==> src/rtl/c1_slave_port.sv <==
// CPU bus-1 slave front end: decodes the two-beat A1/D1/C1 command, issues one request
// to the cache core, then drives C1 RESPONSE (and read data on D1) back to the CPU.
module c1_slave_port #(
  parameter int ADDR1_W  = 15,
  parameter int DATA1_W  = 16,
  parameter int CTR1_W   = 3,
  parameter int OFFSET_W = 4
) (
  input  logic                        clk,
  input  logic                        reset_n,
  input  logic [ADDR1_W-1:0]          a1,
  input  logic [DATA1_W-1:0]          d1_in,
  output logic [DATA1_W-1:0]          d1_out,
  output logic                        d1_oe,
  input  logic [CTR1_W-1:0]           c1_in,
  output logic [CTR1_W-1:0]           c1_out,
  output logic                        c1_oe,
  output logic                        req_valid,
  output logic [2:0]                  req_op,
  output logic [ADDR1_W+OFFSET_W-1:0] req_addr,
  output logic [31:0]                 req_wdata,
  input  logic                        req_ready,
  input  logic                        rsp_valid,
  input  logic [31:0]                 rsp_rdata,
  output logic                        proto_err
);

  localparam int ADDR_W = ADDR1_W + OFFSET_W;

  localparam logic [2:0] OP_NOP      = 3'd0;
  localparam logic [2:0] OP_RD8      = 3'd1;
  localparam logic [2:0] OP_RD16     = 3'd2;
  localparam logic [2:0] OP_RD32     = 3'd3;
  localparam logic [2:0] OP_INV      = 3'd4;
  localparam logic [2:0] OP_RESPONSE = 3'd7;

  typedef enum logic [2:0] {
    S_IDLE,
    S_ADDR2,
    S_ISSUE,
    S_WAIT,
    S_RESP1,
    S_RESP2,
    S_TURN
  } state_t;

  state_t              state_reg;
  logic [2:0]          op_reg;
  logic [ADDR_W-1:0]   addr_reg;
  logic [31:0]         wdata_reg;
  logic [31:0]         rdata_reg;
  logic                req_valid_reg;
  logic [DATA1_W-1:0]  d1_out_reg;
  logic                d1_oe_reg;
  logic [CTR1_W-1:0]   c1_out_reg;
  logic                c1_oe_reg;
  logic                proto_err_reg;

  logic                cmd_seen;
  logic                op_is_read;
  logic [DATA1_W-1:0]  rsp_lo_beat;

  // Only fully known opcodes count as commands; X/Z on a floating C1 falls to default.
  always_comb begin
    cmd_seen = 1'b0;
    case (c1_in)
      3'd1, 3'd2, 3'd3, 3'd4, 3'd5, 3'd6, 3'd7: cmd_seen = 1'b1;
      default:                                  cmd_seen = 1'b0;
    endcase
  end

  assign op_is_read = (op_reg == OP_RD8) || (op_reg == OP_RD16) || (op_reg == OP_RD32);

  // First read beat, byte by byte: RD8 returns only byte 0, upper bytes forced to zero.
  for (genvar gi = 0; gi < DATA1_W / 8; gi++) begin : g_lo_byte
    if (gi == 0) begin : g_byte0
      assign rsp_lo_beat[7:0] = rsp_rdata[7:0];
    end else begin : g_byte_hi
      assign rsp_lo_beat[8*gi +: 8] = (op_reg == OP_RD8) ? 8'h00 : rsp_rdata[8*gi +: 8];
    end
  end

  always_ff @(posedge clk) begin
    if (!reset_n) begin
      state_reg     <= S_IDLE;
      op_reg        <= OP_NOP;
      addr_reg      <= '0;
      wdata_reg     <= '0;
      rdata_reg     <= '0;
      req_valid_reg <= 1'b0;
      d1_out_reg    <= '0;
      d1_oe_reg     <= 1'b0;
      c1_out_reg    <= '0;
      c1_oe_reg     <= 1'b0;
      proto_err_reg <= 1'b0;
    end else begin
      // A command outside IDLE or a response outside WAIT is flagged and otherwise ignored.
      proto_err_reg <= (cmd_seen && (state_reg != S_IDLE)) ||
                       (rsp_valid && (state_reg != S_WAIT));

      case (state_reg)
        S_IDLE: begin
          if (cmd_seen) begin
            op_reg                     <= c1_in;
            addr_reg[ADDR_W-1:OFFSET_W] <= a1;
            wdata_reg[15:0]            <= d1_in;
            if (c1_in == OP_INV) begin
              addr_reg[OFFSET_W-1:0] <= '0;
              wdata_reg[31:16]       <= '0;
              req_valid_reg          <= 1'b1;
              state_reg              <= S_ISSUE;
            end else begin
              state_reg <= S_ADDR2;
            end
          end
        end

        S_ADDR2: begin
          addr_reg[OFFSET_W-1:0] <= a1[OFFSET_W-1:0];
          wdata_reg[31:16]       <= d1_in;
          req_valid_reg          <= 1'b1;
          state_reg              <= S_ISSUE;
        end

        S_ISSUE: begin
          if (req_ready) begin
            req_valid_reg <= 1'b0;
            state_reg     <= S_WAIT;
          end
        end

        S_WAIT: begin
          if (rsp_valid) begin
            rdata_reg  <= rsp_rdata;
            c1_oe_reg  <= 1'b1;
            c1_out_reg <= OP_RESPONSE;
            d1_oe_reg  <= op_is_read;
            d1_out_reg <= op_is_read ? rsp_lo_beat : '0;
            state_reg  <= S_RESP1;
          end
        end

        S_RESP1: begin
          if (op_reg == OP_RD32) begin
            d1_out_reg <= rdata_reg[31:16];
            state_reg  <= S_RESP2;
          end else begin
            c1_oe_reg  <= 1'b0;
            c1_out_reg <= '0;
            d1_oe_reg  <= 1'b0;
            d1_out_reg <= '0;
            state_reg  <= S_TURN;
          end
        end

        S_RESP2: begin
          c1_oe_reg  <= 1'b0;
          c1_out_reg <= '0;
          d1_oe_reg  <= 1'b0;
          d1_out_reg <= '0;
          state_reg  <= S_TURN;
        end

        S_TURN: begin
          state_reg <= S_IDLE;
        end

        default: begin
          state_reg <= S_IDLE;
        end
      endcase
    end
  end

  assign req_valid = req_valid_reg;
  assign req_op    = op_reg;
  assign req_addr  = addr_reg;
  assign req_wdata = wdata_reg;
  assign d1_out    = d1_out_reg;
  assign d1_oe     = d1_oe_reg;
  assign c1_out    = c1_out_reg;
  assign c1_oe     = c1_oe_reg;
  assign proto_err = proto_err_reg;

endmodule

==> config.mk <==
export PLATFORM = sky130hd
export DESIGN_NAME = c1_slave_port
export DESIGN_NICKNAME = d
export VERILOG_FILES = /design/src/rtl/c1_slave_port.sv
export SDC_FILE = /design/constraint.sdc
export NUM_CORES = 1
export LEC_CHECK = 0
export ABC_CLOCK_PERIOD_IN_PS = 1800
export CAP_MARGIN = 10
export CELL_PAD_IN_SITES_DETAIL_PLACEMENT = 2
export CELL_PAD_IN_SITES_GLOBAL_PLACEMENT = 2
export CORE_ASPECT_RATIO = 0.7
export CORE_MARGIN = 4
export CORE_UTILIZATION = 24
export DETAILED_ROUTE_END_ITERATION = 10
export GPL_TIMING_DRIVEN = 0
export PLACE_DENSITY = 0.78
export SETUP_SLACK_MARGIN = 0.05
export SYNTH_ARGS = -nofsm -noshare
export SYNTH_HDL_FRONTEND = slang
export SYNTH_SLANG_ARGS = --single-unit
export TNS_END_PERCENT = 1
==> constraint.sdc <==
create_clock -name clk -period 1.8 [get_ports clk]
set_clock_uncertainty 0.05 [all_clocks]
set_input_delay 0.18 -clock clk [delete_from_list [all_inputs] [get_ports clk]]
set_output_delay 0.18 -clock clk [all_outputs]
set_load 0.02 [all_outputs]
### Word-level counts from Yosys, hierarchy flattened

Index checks and enable logic that the tools add are counted.

| storage, ports and cells | value |
|---|---|
| flip-flop bits (word level) | 112 |
| input port bits | 70 |
| logic and storage cells | 82 |

| operators by class | value |
|---|---|
| equality and inequality tests | 21 |
| mux-type cells | 30 |
| reduce and logical (&&, ||, !) cells | 18 |

Operators with widths:

| kind | count |
|---|---|
| 2-to-1 mux 16 bit | 4 |
| case mux 16 bit (3 select lines) | 1 |
| 2-to-1 mux 32 bit | 1 |
| case mux 16 bit (2 select lines) | 1 |
| equality test 3 x 2 -> 1 bit (second input constant) | 6 |
| equality test 3 bit (second input constant) | 6 |
| case mux 3 bit (6 select lines) | 1 |
| 2-to-1 mux 3 bit | 5 |
| inequality test 2 bit (second input constant) | 5 |
| equality test 3 x 1 -> 1 bit (second input constant) | 3 |
| case mux 1 bit (3 select lines) | 3 |
| case mux 3 bit (3 select lines) | 1 |
| AND reduction 3 bit | 3 |
| nonzero test 3 bit | 3 |
| 2-to-1 mux 4 bit | 2 |
| 2-to-1 mux 8 bit | 1 |
| case mux 4 bit (2 select lines) | 1 |
| 2-to-1 mux 1 bit | 7 |
| OR reduction 7 bit | 1 |
| AND reduction 2 bit | 3 |
| 2-to-1 mux 2 bit | 2 |
| AND reduction 4 bit | 1 |
| zero test 3 bit | 1 |
| logical OR 1 bit | 3 |
| other kinds (3) | 4 |

### Logic depth before layout (Yosys ltp)

| logic depth | value |
|---|---|
| word-level depth | 6 |
| mapped depth | 7 |
| mapped depth without buffers | 4 |

### Worst setup path after synthesis

No wires, ideal clock.

| timing | value |
|---|---|
| kind | register to register |
| start point | register op_reg[2] (netlist: req_op[2]) |
| end point | register d1_out_reg[10] (netlist: d1_out[10]) |
| library setup time | 123 ps |
| arrival time | 1302 ps |
| slack | 325 ps |
| stages on the path, launching flop included | 6 |
| path buffers | 1 |
| period minus slack after synthesis | 1475 ps |
| cells stage by stage | dfxtp_1 nand4bb_1 nor2_4 buf_2 a221oi_1 nor2_1 |

| on the way | value |
|---|---|
| cells in the longest elaborated chain, start to end | 6 |
| elaborated cells on any way between the ends | 10 |
| classes of those cells | eq/ne: 3; mux: 5; reduce/logical: 2 |

RTL lines:

| item | RTL line | RTL |
|---|---|---|
| start, declared | 48 | `logic [2:0] op_reg;` |
| start signal, assigned | 104 | `op_reg <= c1_in;` |
| equality test 3 x 1 -> 1 bit or equality test 3 x 2 -> 1 bit (tied branches) | 72, 79 |  |
| logical OR 1 bit (2 in a row) | 72 | `assign op_is_read = (op_reg == OP_RD8) \|\| (op_reg == OP_RD16) \|\| (op_reg == OP_RD32);` |
| 2-to-1 mux 16 bit | 138 | `d1_out_reg <= op_is_read ? rsp_lo_beat : '0;` |
| 2-to-1 mux 16 bit | 133 | `if (rsp_valid) begin` |
| case mux 16 bit (3 select lines) * | 101 | `case (state_reg)` |
| end signal, assigned | 138 |  |
| end signal, assigned | 145 | `d1_out_reg <= rdata_reg[31:16];` |
| end, declared | 53 | `logic [DATA1_W-1:0] d1_out_reg;` |

Mark *: on every way between the ends. The rest lies on a longest branch, timed or not. The select of a mux whose other input is x is not followed.
A chain may end at the register's enable or synchronous reset.

### Final worst setup path

| timing | value |
|---|---|
| start point | register state_reg[0] |
| end point | register wdata_reg[31] (netlist: req_wdata[31]) |

| on the way | value |
|---|---|
| cells in the longest elaborated chain, start to end | 3 |
| elaborated cells on any way between the ends | 7 |
| classes of those cells | eq/ne: 3; mux: 1; reduce/logical: 3 |

RTL lines:

| item | RTL line | RTL |
|---|---|---|
| start, declared | 47 | `state_t state_reg;` |
| start signal, assigned | 85 | `state_reg <= S_IDLE;` |
| start signal, assigned | 111 | `state_reg <= S_ISSUE;` |
| start signal, assigned | 113 | `state_reg <= S_ADDR2;` |
| equality test 3 x 1 -> 1 bit or zero test 3 bit (tied branches) | 101 |  |
| nonzero test 2 bit (no line) or inequality test 2 bit (tied branches) | - |  |
| AND reduction 3 bit (no line) | - |  |
| end signal, assigned | 120 | `wdata_reg[31:16] <= d1_in;` |
| end, declared | 50 | `logic [31:0] wdata_reg;` |

Several ways; a longest one is shown, not always the timed one.

==> impl_results.md <==
- Status: finished clean
- Fmax: 576.8 MHz
- Max Cap Violations: 0
- First-pass GRT wire length: 21880 µm
- Placed inst area: 5350 µm²
- Wirelength per Cell: 17.94 µm
- Final count of pins violating max slew: 0
- P&R area growth vs syn: 55.87%
- Synth cell types: 35
- Final weighted congestion in routability-driven placement: 0.7493
- H-tree Lvls: 3
- Most common cell after layout, fill and taps aside: clkdlybuf4s50_1
- Flip-flop count of the largest register after layout: 32
- Post-route ant nets: 0
- Setup Viol. Count Final: 0
- Worst-Margin Slew: 0.6107 ns
- Worst r2r src: state_reg[0]
- Iteration-0 DRC Markers: 139
- Post-synthesis simple-gate area fraction: 21.57%
- Total GRT Usage: 15.97%
- Worst R2R Path Depth: 5
- ANT cells: 0
- Largest net degree at the start of global routing: 16
- Yosys warns: 0
- Synthesized-area fraction occupied by adder cells: 0%
- Largest family of logic cells by synthesized area: compound AO/OA/AOI/OAI gates
- Setup WS pre-CTS: -0.4908 ns
- CTS Buffer Depth: 2
- Die Wd: 155.5 µm
- Core outline area: 14810 µm²
- Crit Path Class: flop to flop
- Synthesized instance count: 407
- Post-Syn Area: 3655 µm²
- Dpl hpwl: 10530 µm
- Initial Util: 24.67%
- Reg2reg setup slack: 0.07 ns
- Highest-count cells in the layout ignoring fill and taps: clkdlybuf4s50_1 (141), nand2_1 (99), dfxtp_1 (93)
- Slew headroom: 59.28%
- Inserted Clock Buffers: 9
- TritonCTS clock tree: built
- Crit path capture type: flop
- Setup_tns: 0 ns
- VDD IR max: 0.5033 mV
- Worst min path class: input port to flop
- RSZ-0062 raised after global routing: true
- Post-Synth XOR/XNOR Area: 0%
- # rows: 37
- Final instance area: 5697 µm²
- Die Y: 111.2 µm
- Min cycle time layout: 1.734 ns
- Fraction of layout cells with a size suffix above 1: 8.803%
- Total gr overflow: 0
- Io pins: 147
- Static leakage: 2.088 nW
- Hold endpoint: req_addr[12]
- Reg clk slew, reported paths: 0.07 ns
- Fin worst setup slack: 0.06626 ns
- Period utilization: 96.32%
- DR vias/cell: 4.726
- Sequential share of the synthesized area: 50.94%
- Crit path DAT: 1.95 ns
- Routed vias: 3606
- Clock Sinks: 93
- CP required: 2.02 ns
- Power per cell area: 1048 nW/µm²
- Post-Place Cells: 747
- Die area: 17300 µm²
- Vias in the first global route: 3923
- Final hold vios: 0
- Root Buffer: clkbuf_16
- Hold_buf cts: 0
- Initial antenna violation count: 0
- Total Wirelength: 13690 µm
- Mapped Avg Cell Area: 8.980 µm²
- Post-synthesis mux area share: 0%
- Drt drc: 0
- Min-delay src: reset_n
- Post-CTS Setup Bufs: 0
- Final #Nets: 633
- Cell depth of the worst hold path: 2
- Layout Cells excl Fill: 763
- R2r endpoint: req_wdata[31]
- Max FO, Critical Path: 10
- Worst-skew pair later-pin latency: 0.34 ns
- Synth Area in Compound Gates: 22.94%
- Input/output buffers: 145
- Seq cells post-synth: 93
- Startpoint types: flop
- Net Count, Synth: 477
- DRT Pass-1 Iters: 6
-- cell families (layout without fill, tap and decap cells) --
group / after synthesis / after routing
AO/OA/AOI/OAI: 115 / 115
flip-flops: 93 / 93
buffers and inverters: 34 / 195
AND/OR/NAND/NOR: 165 / 165
-- stage by stage --
| stage | util (%) | hold WS, ns | total power, mW |
|---|---|---|---|
| 2_1_floorplan | - | 0.2649 | 3.256 |
| 3_3_place_gp | 36.11 | 0.3926 | 4.026 |
| 3_5_place_dp | 36.11 | 0.4099 | 4.097 |
| 4_1_cts | 38.22 | 0.1943 | 6.042 |
| 5_1_grt | 38.45 | 0.2290 | 6.325 |
| 6_report | 38.45 | 0.1989 | 5.971 |
-- Yosys cell counts (all sizes together) --
library cell | number | area, µm²
clkbuf | 14 | 52.55
a211o | 1 | 8.760
nor3 | 4 | 30.03
a22oi | 22 | 165.2
nand2b | 3 | 18.77
nand4bb | 1 | 11.26
o311a | 1 | 10.01
nor2b | 23 | 143.9
nor3b | 2 | 20.02
or4b | 1 | 10.01
a21boi | 50 | 375.4
o21ai | 19 | 95.09
and4b | 1 | 10.01
nand4b | 1 | 23.77
o211ai | 1 | 7.510
a21oi | 1 | 5.000
a221oi | 16 | 140.1
and2b | 1 | 10.01
a31oi | 2 | 12.51
dfxtp | 93 | 1862
buf | 19 | 110.1
and2 | 3 | 18.77
or4 | 1 | 7.510
nand2 | 101 | 379.1
o221a | 1 | 11.26
nand3 | 1 | 5.000
inv | 1 | 3.750
or3 | 1 | 6.260
nor2 | 21 | 93.84
a211oi | 1 | 7.510
-- report_power, final --
part | switching (mW) | internal (mW) | leakage (nW)
clock | 0.818 | 1.08 | 0.138
combinational | 0.913 | 0.764 | 1.19
sequential | 0.132 | 2.27 | 0.760
total | 1.86 | 4.11 | 2.09
-- layout make-up --
class	instances	area (µm²)
sequential	93	1862
timing repair buffer	145	1446
fill	1657	9117
tap	195	244.0
buffer	33	192.7
clock buffer	10	229.0
clock inverter	6	63.81
inverter	1	3.754
multi-input combinational	280	1655
-- repair_timing --
item                                    in CTS  in global routing
endpoints found under the setup margin      26                 77
resized for setup                            6                 22
pin swaps                                    0                  1
-- critical path: stages, from the launching register on --
cell      delay, ns
dfxtp_1        0.43
clkbuf_4       0.26
and2_1         0.16
clkbuf_1       0.43
a22oi_1        0.18
nor2b_1        0.15
-- how the worst max path moves through the flow --
stage | start | to | cells past startpoint
2_1_floorplan | req_op[2] | d1_out[10] | 5
3_3_place_gp | rsp_valid | d1_out[9] | 6
3_5_place_dp | rsp_valid | d1_out[7] | 6
4_1_cts | state_reg[2] | rdata_reg[31] | 5
5_1_grt | state_reg[2] | req_wdata[31] | 6
6_report | state_reg[0] | req_wdata[31] | 5
-- metal layers --
layer  routed length (µm)  vias to the layer above  part of all wire (%)  global-route usage, %
met4                  216                        0                   1.6                  4.315
li1                     -                     1711                     -                      -
met2                 6626                      100                    48                  26.83
met5                    0                        -                     0                      0
met3                  766                       13                   5.6                  4.214
met1                 6077                     1782                    44                  20.21
Note: power is estimated with default switching activity, not from simulation.
